===== src/rtl/seg_pkg.sv =====
// Shared definitions for the segment-file arbiter and the address calculator:
// register select codes, the EU segment encoding, FSM states and width defaults.
package seg_pkg;

  localparam int SEG_W_DEFAULT      = 16;
  localparam int ADDR_W_DEFAULT     = 20;
  localparam int STARVE_MAX_DEFAULT = 4;

  // Segment register file select codes.
  localparam logic [2:0] SEL_CS = 3'b000;
  localparam logic [2:0] SEL_DS = 3'b001;
  localparam logic [2:0] SEL_SS = 3'b010;
  localparam logic [2:0] SEL_ES = 3'b011;
  localparam logic [2:0] SEL_IP = 3'b100;

  // EU segment encoding; zero-extended it equals the select code.
  localparam logic [1:0] EU_CS = 2'b00;
  localparam logic [1:0] EU_DS = 2'b01;
  localparam logic [1:0] EU_SS = 2'b10;
  localparam logic [1:0] EU_ES = 2'b11;

  typedef enum logic [2:0] {
    ST_IDLE  = 3'd0,
    ST_WRITE = 3'd1,
    ST_SEL   = 3'd2,
    ST_WAIT  = 3'd3,
    ST_ISSUE = 3'd4
  } state_e;

  // Codes 101..111 address nothing in the file.
  function automatic logic sel_valid(input logic [2:0] sel);
    return (sel <= SEL_IP);
  endfunction

endpackage


===== src/rtl/seg_addr_calc.sv =====
// Combinational physical address former: (seg << 4) + off, truncated to
// ADDR_W so the sum wraps (FFFF:0010 -> 00000).
module seg_addr_calc
  import seg_pkg::*;
#(
  parameter int SEG_W  = SEG_W_DEFAULT,
  parameter int ADDR_W = ADDR_W_DEFAULT
) (
  input  logic [SEG_W-1:0]  seg,
  input  logic [SEG_W-1:0]  off,
  output logic [ADDR_W-1:0] addr
);

  logic [ADDR_W-1:0] seg_sh;
  logic [ADDR_W-1:0] off_ext;

  // Shift the segment by one nibble, extend the offset, add with wrap.
  always_comb begin
    seg_sh  = ADDR_W'({seg, 4'h0});
    off_ext = ADDR_W'(off);
    addr    = seg_sh + off_ext;
  end

endmodule


===== src/rtl/seg_addr_arbiter.sv =====
// Arbiter/sequencer in front of the segment register file. Shares the file
// between segment writes, instruction fetch and EU data access, sequences the
// registered read and issues the physical address to memory.
//
// Handshakes: fetch_req/eu_req/wr_req are levels held until the matching
// one-cycle fetch_gnt/eu_gnt/wr_ack. Grants are decoded in IDLE from the live
// requests, so a requester sees its grant in the same cycle the arbiter
// commits. The memory side is valid/ready: mem_valid, mem_addr and mem_src
// stay stable until the cycle mem_valid & mem_ready are both high.
module seg_addr_arbiter
  import seg_pkg::*;
#(
  parameter int SEG_W      = SEG_W_DEFAULT,
  parameter int ADDR_W     = ADDR_W_DEFAULT,
  parameter int STARVE_MAX = STARVE_MAX_DEFAULT
) (
  input  logic              clk,
  input  logic              rst,
  input  logic              fetch_req,
  input  logic [SEG_W-1:0]  fetch_off,
  output logic              fetch_gnt,
  input  logic              eu_req,
  input  logic [1:0]        eu_seg,
  input  logic [SEG_W-1:0]  eu_off,
  output logic              eu_gnt,
  input  logic              wr_req,
  input  logic [2:0]        wr_sel,
  input  logic [SEG_W-1:0]  wr_data,
  output logic              wr_ack,
  output logic              seg_write_en,
  output logic [2:0]        seg_reg_select,
  output logic [SEG_W-1:0]  seg_wdata,
  input  logic [SEG_W-1:0]  seg_rdata,
  output logic              mem_valid,
  input  logic              mem_ready,
  output logic [ADDR_W-1:0] mem_addr,
  output logic              mem_src,
  output logic              busy
);

  localparam int CNT_W = $clog2(STARVE_MAX + 1);
  localparam logic [CNT_W-1:0] CNT_MAX = CNT_W'(STARVE_MAX);

  state_e            state_q, state_d;
  logic [CNT_W-1:0]  starve_q, starve_d;
  logic [SEG_W-1:0]  off_q, off_d;
  logic              src_q, src_d;
  logic              wr_ack_q, wr_ack_d;
  logic              seg_write_en_q, seg_write_en_d;
  logic [2:0]        seg_reg_select_q, seg_reg_select_d;
  logic [SEG_W-1:0]  seg_wdata_q, seg_wdata_d;
  logic              mem_valid_q, mem_valid_d;
  logic [ADDR_W-1:0] mem_addr_q, mem_addr_d;
  logic              mem_src_q, mem_src_d;
  logic [ADDR_W-1:0] calc_addr;
  logic              fetch_win, eu_win;

  seg_addr_calc #(
    .SEG_W  (SEG_W),
    .ADDR_W (ADDR_W)
  ) u_calc (
    .seg  (seg_rdata),
    .off  (off_q),
    .addr (calc_addr)
  );

  // Read arbitration in IDLE: writes first, then EU unless a fetch has starved.
  always_comb begin
    fetch_win = 1'b0;
    eu_win    = 1'b0;
    if (!rst && state_q == ST_IDLE && !wr_req) begin
      if (eu_req && !(fetch_req && starve_q == CNT_MAX)) begin
        eu_win = 1'b1;
      end else if (fetch_req) begin
        fetch_win = 1'b1;
      end
    end
  end

  // Next-state and next-output computation for the sequencer.
  always_comb begin
    state_d          = state_q;
    starve_d         = starve_q;
    off_d            = off_q;
    src_d            = src_q;
    wr_ack_d         = 1'b0;
    seg_write_en_d   = 1'b0;
    seg_reg_select_d = seg_reg_select_q;
    seg_wdata_d      = seg_wdata_q;
    mem_valid_d      = mem_valid_q;
    mem_addr_d       = mem_addr_q;
    mem_src_d        = mem_src_q;
    unique case (state_q)
      ST_IDLE: begin
        if (!fetch_req) starve_d = '0;
        if (wr_req) begin
          state_d          = ST_WRITE;
          wr_ack_d         = 1'b1;
          seg_write_en_d   = sel_valid(wr_sel);
          seg_reg_select_d = wr_sel;
          seg_wdata_d      = wr_data;
        end else if (eu_win) begin
          state_d          = ST_SEL;
          off_d            = eu_off;
          src_d            = 1'b1;
          seg_reg_select_d = {1'b0, eu_seg};
          if (fetch_req && starve_q != CNT_MAX) starve_d = starve_q + 1'b1;
        end else if (fetch_win) begin
          state_d          = ST_SEL;
          off_d            = fetch_off;
          src_d            = 1'b0;
          seg_reg_select_d = SEL_CS;
          starve_d         = '0;
        end
      end
      ST_WRITE: state_d = ST_IDLE;
      // The file captures seg_reg_select at the end of SEL; data arrives in WAIT.
      ST_SEL:   state_d = ST_WAIT;
      ST_WAIT: begin
        mem_addr_d  = calc_addr;
        mem_valid_d = 1'b1;
        mem_src_d   = src_q;
        state_d     = ST_ISSUE;
      end
      ST_ISSUE: begin
        if (mem_ready) begin
          mem_valid_d = 1'b0;
          state_d     = ST_IDLE;
        end
      end
      default: state_d = ST_IDLE;
    endcase
  end

  // State and registered outputs; reset aborts any transaction in flight.
  always_ff @(posedge clk) begin
    if (rst) begin
      state_q          <= ST_IDLE;
      starve_q         <= '0;
      off_q            <= '0;
      src_q            <= 1'b0;
      wr_ack_q         <= 1'b0;
      seg_write_en_q   <= 1'b0;
      seg_reg_select_q <= '0;
      seg_wdata_q      <= '0;
      mem_valid_q      <= 1'b0;
      mem_addr_q       <= '0;
      mem_src_q        <= 1'b0;
    end else begin
      state_q          <= state_d;
      starve_q         <= starve_d;
      off_q            <= off_d;
      src_q            <= src_d;
      wr_ack_q         <= wr_ack_d;
      seg_write_en_q   <= seg_write_en_d;
      seg_reg_select_q <= seg_reg_select_d;
      seg_wdata_q      <= seg_wdata_d;
      mem_valid_q      <= mem_valid_d;
      mem_addr_q       <= mem_addr_d;
      mem_src_q        <= mem_src_d;
    end
  end

  assign fetch_gnt      = fetch_win;
  assign eu_gnt         = eu_win;
  assign wr_ack         = wr_ack_q;
  assign seg_write_en   = seg_write_en_q;
  assign seg_reg_select = seg_reg_select_q;
  assign seg_wdata      = seg_wdata_q;
  assign mem_valid      = mem_valid_q;
  assign mem_addr       = mem_addr_q;
  assign mem_src        = mem_src_q;
  assign busy           = (state_q != ST_IDLE);

endmodule


===== config.mk =====
export PLATFORM = sky130hd
export DESIGN_NAME = seg_addr_arbiter
export DESIGN_NICKNAME = d
export VERILOG_FILES = /design/src/rtl/seg_pkg.sv /design/src/rtl/seg_addr_calc.sv /design/src/rtl/seg_addr_arbiter.sv
export SDC_FILE = /design/constraint.sdc
export NUM_CORES = 1
export LEC_CHECK = 0
export BUFFER_PORTS_ARGS = -buffer_cell sky130_fd_sc_hd__buf_2
export CAP_MARGIN = 20
export CELL_PAD_IN_SITES_DETAIL_PLACEMENT = 1
export CELL_PAD_IN_SITES_GLOBAL_PLACEMENT = 1
export CORE_ASPECT_RATIO = 1.4
export CORE_MARGIN = 4
export CORE_UTILIZATION = 35
export DETAILED_ROUTE_END_ITERATION = 7
export PLACE_DENSITY = 0.79
export SLEW_MARGIN = 20
export SYNTH_ARGS = -nofsm -noshare
export SYNTH_HDL_FRONTEND = slang
export SYNTH_SLANG_ARGS = --single-unit

===== constraint.sdc =====
create_clock -name clk -period 2.6 [get_ports clk]
set_clock_uncertainty 0.05 [all_clocks]
set_input_delay 0.13 -clock clk [delete_from_list [all_inputs] [get_ports clk]]
set_output_delay 0.13 -clock clk [all_outputs]
set_load 0.1 [all_outputs]

# Yosys cells after proc, flatten, opt, wreduce, memory -nomap -nowiden

Index checks and enable logic that the tools add are counted.

Register bits: 66
Bits in latches: 0
Memory bits (writable): 0
Memory bits (read-only): 0
Input bits: 75
Output and inout port bits: 46
Word-level logic and storage cells: 68
Memories: 0

Add/subtract/negate cells: 2
$mul: 0
Div/mod/pow operators: 0
$lt $le $gt $ge: 1
Equal/unequal tests: 7
Shift-type cells: 0
Mux-type cells: 25
Bitwise gates (word level): 2
Reduce and logical (&&, ||, !) cells: 20

Operators with widths:

| kind                                                                   | number |
|---|---|
| 3-bit two-way mux                                                      | 12 |
| 16-bit two-way mux                                                     | 2 |
| 20-bit by 16-bit adder with 20-bit output                              | 1 |
| 3-bit one-hot mux with 4 select lines                                  | 1 |
| 1-bit two-way mux                                                      | 9 |
| 2-bit AND reduction                                                    | 4 |
| 3-bit by 2-bit equality test with 1-bit output (second input constant) | 2 |
| 3-bit equality test (second input constant)                            | 2 |
| 3-bit nonzero test                                                     | 2 |
| 1-bit logical AND                                                      | 5 |
| 4-bit inequality test (second input constant)                          | 1 |
| 2-bit nonzero test                                                     | 2 |
| 3-bit by 1-bit adder with 3-bit output (second input constant)         | 1 |
| 3-bit <= comparator (second input constant)                            | 1 |
| 1-bit zero test                                                        | 3 |
| 3-bit zero test                                                        | 1 |
| 3-bit inequality test (second input constant)                          | 1 |
| 3-bit AND reduction                                                    | 1 |
| 3-bit OR reduction                                                     | 1 |
| 2-bit inequality test (second input constant)                          | 1 |
| 1-bit NOT                                                              | 2 |
| 1-bit one-hot mux with 2 select lines                                  | 1 |
| 2-bit OR reduction                                                     | 1 |

# Longest topological paths before layout

Word-level depth: 10
Gate-level depth with buffers: 9

# Hierarchy

Synthesis repeated with hierarchy kept, for this count alone.

Cell total of the unflattened synthesis: 436
Area total of the unflattened synthesis: 3410.8 um^2

By module, submodules not included:

| module           | times used | cells each | area an instance (um^2) | seq. area each (um^2) |
|---|---|---|---|---|
| seg_addr_arbiter | 1          | 328        | 2590.0                  | 1321.3 |
| seg_addr_calc    | 1          | 108        | 820.8                   | 0.0 |

# Worst setup path after synthesis

Ideal clock, no wire load.

Path kind: reg-to-reg
Start point: register state_q[1]
End point: register src_q
Arrival time: 2.648 ns
Data required time: 2.358 ns
Slack: -0.291 ns
Cell stages (with the launch flop): 8
Path buffers: 1
Period minus slack after synthesis: 2.891 ns
Cells stage by stage: dfxtp_1 buf_2 nor3_4 inv_2 nor3_4 nand2_1 nor2_1 o21ai_0

Word-level cells in the longest chain between the ends: 6

Ends and longest elaborated chain:

| what                           | line                    | text |
|---|---|---|
| start: declaration             | seg_addr_arbiter.sv:44  | `state_e state_q, state_d;` |
| start signal: assignment       | seg_addr_arbiter.sv:150 | `state_q <= state_d;` |
| 3-bit zero test                | seg_addr_arbiter.sv:71  | `if (!rst && state_q == ST_IDLE && !wr_req) begin` |
| 1-bit logical AND (2 in a row) | seg_addr_arbiter.sv:71  |  |
| 1-bit two-way mux              | seg_addr_arbiter.sv:71  |  |
| named net fetch_gnt            | seg_addr_arbiter.sv:21  | `output logic fetch_gnt,` |
| 2-bit nonzero test (no line)   | -                       |  |
| 3-bit AND reduction (no line)  | -                       |  |
| end signal: assignment         | seg_addr_arbiter.sv:153 | `src_q <= src_d;` |
| end: declaration               | seg_addr_arbiter.sv:47  | `logic src_q, src_d;` |

The timed path passes the listed nets, and every way through them passes these cells.
A chain may end at the register's enable or synchronous reset.

# Worst setup path in the final report

Start point: register off_q[4]
End point: register mem_addr_q[18], in the netlist mem_addr[18]

Word-level cells in the longest chain between the ends: 1

Ends and longest elaborated chain:

| what                                      | line                    | text |
|---|---|---|
| start: declaration                        | seg_addr_arbiter.sv:46  | `logic [SEG_W-1:0] off_q, off_d;` |
| start signal: assignment                  | seg_addr_arbiter.sv:140 | `off_q <= '0;` |
| start signal: assignment                  | seg_addr_arbiter.sv:152 | `off_q <= off_d;` |
| 20-bit by 16-bit adder with 20-bit output | seg_addr_calc.sv:21     | `addr = seg_sh + off_ext;` |
| end signal: assignment                    | seg_addr_arbiter.sv:159 | `mem_addr_q <= mem_addr_d;` |
| end: declaration                          | seg_addr_arbiter.sv:53  | `logic [ADDR_W-1:0] mem_addr_q, mem_addr_d;` |

No other way between the ends.

==> results.txt <==
Sorting the synthesized cells by area gives the leading types as sky130_fd_sc_hd__dfxtp_1, sky130_fd_sc_hd__nand2_1, sky130_fd_sc_hd__a21oi_1. The final non-filler cell total is 658, and the tightest slew margin relative to the limit is 50.5%. The number of routed nets with antenna violations was 0; the pin slew with the least headroom to its limit was 0.740 ns. TritonCTS built the clock tree. Type of element capturing the critical path: a flip-flop. Along the worst path, the maximum fanout reaches 4. The run gives 18,300 um as the global-route wire length before repair.

The run gives 36.1% as the initial standard-cell utilization of the core. In this run the clock root is driven by a sky130_fd_sc_hd__clkbuf_16. The type of the worst setup path was flip-flop to flip-flop. The signal arrival time at the worst endpoint was 2.61 ns. The logs give 41 for the number of cell rows and 3,537 for the count of vias placed by the detailed router.

sky130_fd_sc_hd__dfxtp_1 takes more of the synthesized area than any other cell. The core box area was 9030 um2; the number of instances in the synthesized netlist was 414. Counting flops with a built-in enable in the synthesized netlist gives 0. For the remaining global-route overflow, the log shows 0.

Share of the synthesized area in the top cell type: 40.6%. The flow ran to the end, and the final reports show no timing, DRC or antenna violations. Dividing total power by cell area gives a power density of 725 nW/um2. The y dimension of the die was 122 um. The total routed wirelength was 11,200 um; the weighted congestion at the end of routability-driven global placement was 0.798. The detailed-route vias per instance came out at 5.38.

The largest net degree at the start of global routing was 32. OpenSTA, run right after detailed placement, puts the worst setup slack at 0.177 ns. The number of distinct library cells after synthesis is 49, and the synthesized netlist net count is 504. The number of antenna violations at the first check in global routing is 0, and the half-perimeter wire length after detailed placement is 8030 um. Clock tree synthesis inserted a total of 9 buffers.

IR analysis of the VDD net gives a maximum drop of 0.567 mV. The logs give 10,900 um2 for the full die area and 0 for the max-slew violation count. For this run, the number of Yosys warnings is 0. From left edge to right edge, the die measures 89.5 um. The tool flagged a number of max-cap violations equal to 0. Type of origin of the critical path: a flip-flop.

The logs give 2 for the number of buffers on the longest clock path and 636 for the number of nets in the layout. The final cell utilization of the core is 49.4%, and the post-placement cell count is 627. The overall routing resource usage was 21.5%; the standby leakage power was 2.02 nW.

For the worst setup path, the data required time is 2.75 ns. In the post-route analysis, the smallest setup slack over all paths is 0.148 ns. For this design the top-level I/O count stands at 121. In this run the tool buffered the top-level ports with 120 buffer cells.

The upper clock frequency limit is 0.408 GHz. The path class of the tightest hold or removal check is input pin to flip-flop. The post-CTS clock slew at the launch and capture registers of the worst setup and hold paths is 0.06 ns.

Among all flip-flop cells after synthesis, the most frequent one is sky130_fd_sc_hd__dfxtp_1. Setup repair after global routing left no endpoint under its margin. The average cell area after synthesis is 7.87 um2, and the clock latency reported for the late side of the worst-skew pair is 0.34 ns. The post-route netlist has 27.6% of its cells at a drive strength greater than 1. The worst path in the final design needs a cycle of 2.45 ns, including I/O delays and setup. The logs give 66 for the CTS sink count and 0 for the number of antenna cells inserted.

The worst hold margin is 0.00698 ns. Average detailed-routed wire length per instance: 17.0 um. The area growth from synthesis to layout is 37.0%, and the number of H-tree branching levels is 3. Number of global-route vias before repair: 3,833. After synthesis, flip-flops and latches occupy 40.6% of the total area.

The tools report the area of the mapped netlist as 3260 um2. For the final routed database, the setup TNS stands at 0 ns. After the first detailed-routing iteration, the DRC count stood at 104.

The total iterations of the first detailed-routing run came out at 4. For this run, design rule violations remaining after detail routing come to 0. The total count of hold-check failures in the final report is 0, and the async set or reset register ratio after synthesis is 0%.

The final critical path takes up 94.3% of the cycle. Post-CTS resize count: 0. Setup violations remaining at the end of the flow were counted as 0. The count of state elements after synthesis came out at 66. After filler insertion, the fill cell instance count of the layout stands at 1,108.
final timing paths:
kind	start	depth (start not counted)	to	slack, ns
worst max-delay path	off_q[4]$_SDFFE_PP0P_	7	mem_addr[18]$_SDFFE_PP0P_	0.15
worst min register to register	src_q$_SDFFE_PP0P_	2	mem_src$_SDFFE_PP0P_	0.40
worst min-delay path	fetch_off[3]	3	off_q[3]$_SDFFE_PP0P_	0.007
worst max register to register	off_q[4]$_SDFFE_PP0P_	7	mem_addr[18]$_SDFFE_PP0P_	0.15
worst max-delay path, stage by stage, from the launching register on:
cell and delay, ns:
sky130_fd_sc_hd__dfxtp_1 0.31, sky130_fd_sc_hd__ha_1 0.21, sky130_fd_sc_hd__fa_1 0.41, sky130_fd_sc_hd__a21oi_1 0.22, sky130_fd_sc_hd__o211ai_1 0.21, sky130_fd_sc_hd__and4_1 0.28
sky130_fd_sc_hd__o2111a_1 0.25, sky130_fd_sc_hd__a2111oi_1 0.39
registers in the layout, indices dropped and copies added, names as in the netlist:
name            flops
seg_write_en        1
starve_q            3
src_q               1
mem_addr           20
seg_reg_select      3
seg_wdata          16
state_q             3
wr_ack              1
off_q              16
mem_src             1
mem_valid           1
repair_timing:
action                                 4_1_cts  5_1_grt
endpoints found under the hold margin       15        0
buffers inserted                             0        0
hold buffers                                15        0
cell usage after synthesis (6+ instances only):
cell	count
sky130_fd_sc_hd__a311oi_1	17
sky130_fd_sc_hd__nor3_1	8
sky130_fd_sc_hd__nand3_1	8
sky130_fd_sc_hd__clkbuf_1	11
sky130_fd_sc_hd__a21o_1	6
sky130_fd_sc_hd__o21ai_0	11
sky130_fd_sc_hd__nor2_1	41
sky130_fd_sc_hd__or3_1	6
sky130_fd_sc_hd__ha_1	14
sky130_fd_sc_hd__and3_1	7
sky130_fd_sc_hd__a21oi_1	46
sky130_fd_sc_hd__nand2_1	102
sky130_fd_sc_hd__dfxtp_1	66
sky130_fd_sc_hd__buf_1	6
cells by family after synthesis:
| family | share of synthesized area (%) |
|---|---|
| flops | 40.6 |
| compound gates | 21.3 |
| simple gates | 27.0 |
| fa+ha+maj | 5.99 |
| buf+inv | 4.00 |
| xor+xnor | 1.08 |
power by group:
group | switching, mW | internal (mW)
Combinational | 0.513 | 0.194
Clock | 0.480 | 0.944
Sequential | 0.0358 | 1.07
Total | 1.03 | 2.20
cell usage in the layout, fill, tap and decap left out, drive strengths merged, types with 2 or more instances in the layout:
master	n
nand2	102
nand4	2
a21oi	46
and4	2
nor3	10
a211oi	5
o211ai	3
a31oi	2
a311oi	17
xor2	2
a32o	3
nand3b	2
nand2b	2
ha	14
o21ai	11
o21bai	2
inv	8
nor3b	2
buf	130
and3	7
nand3	8
bufinv	3
nor2	41
nor2b	2
clkbuf	9
a221oi	2
a2111oi	2
and2	4
xnor2	2
a21o	6
dlygate4sd3	15
or3	6
dfxtp	66
through the flow:
stage / area, um2 / total power [mW]
2_1_floorplan: 3260 / 1.63
3_3_place_gp: 3960 / 1.79
3_5_place_dp: 3960 / 1.81
4_1_cts: 4460 / 3.25
5_1_grt: 4460 / 3.36
6_report: 4460 / 3.23
routing by layer:
metal  up-vias  wire length (um)  GRT usage (%)
met5         -                 0              0
met4         0               267           8.47
met3        28               693           5.68
met2       108              6030           38.8
met1      1663              4160           23.3
li1       1738                 -              -
area by class of cell:
cell class              instances  area [um2]  area share, %
inverters                       6        22.5          0.505
clock buffers                   9         225           5.05
flip-flops and latches         66        1320           29.6
multi-input cells             318        1810           40.5
clock inverters                 7         124           2.78
repair buffers                145         826           18.5
well taps                     107         134           3.00
(Power assumes the default switching activity.)
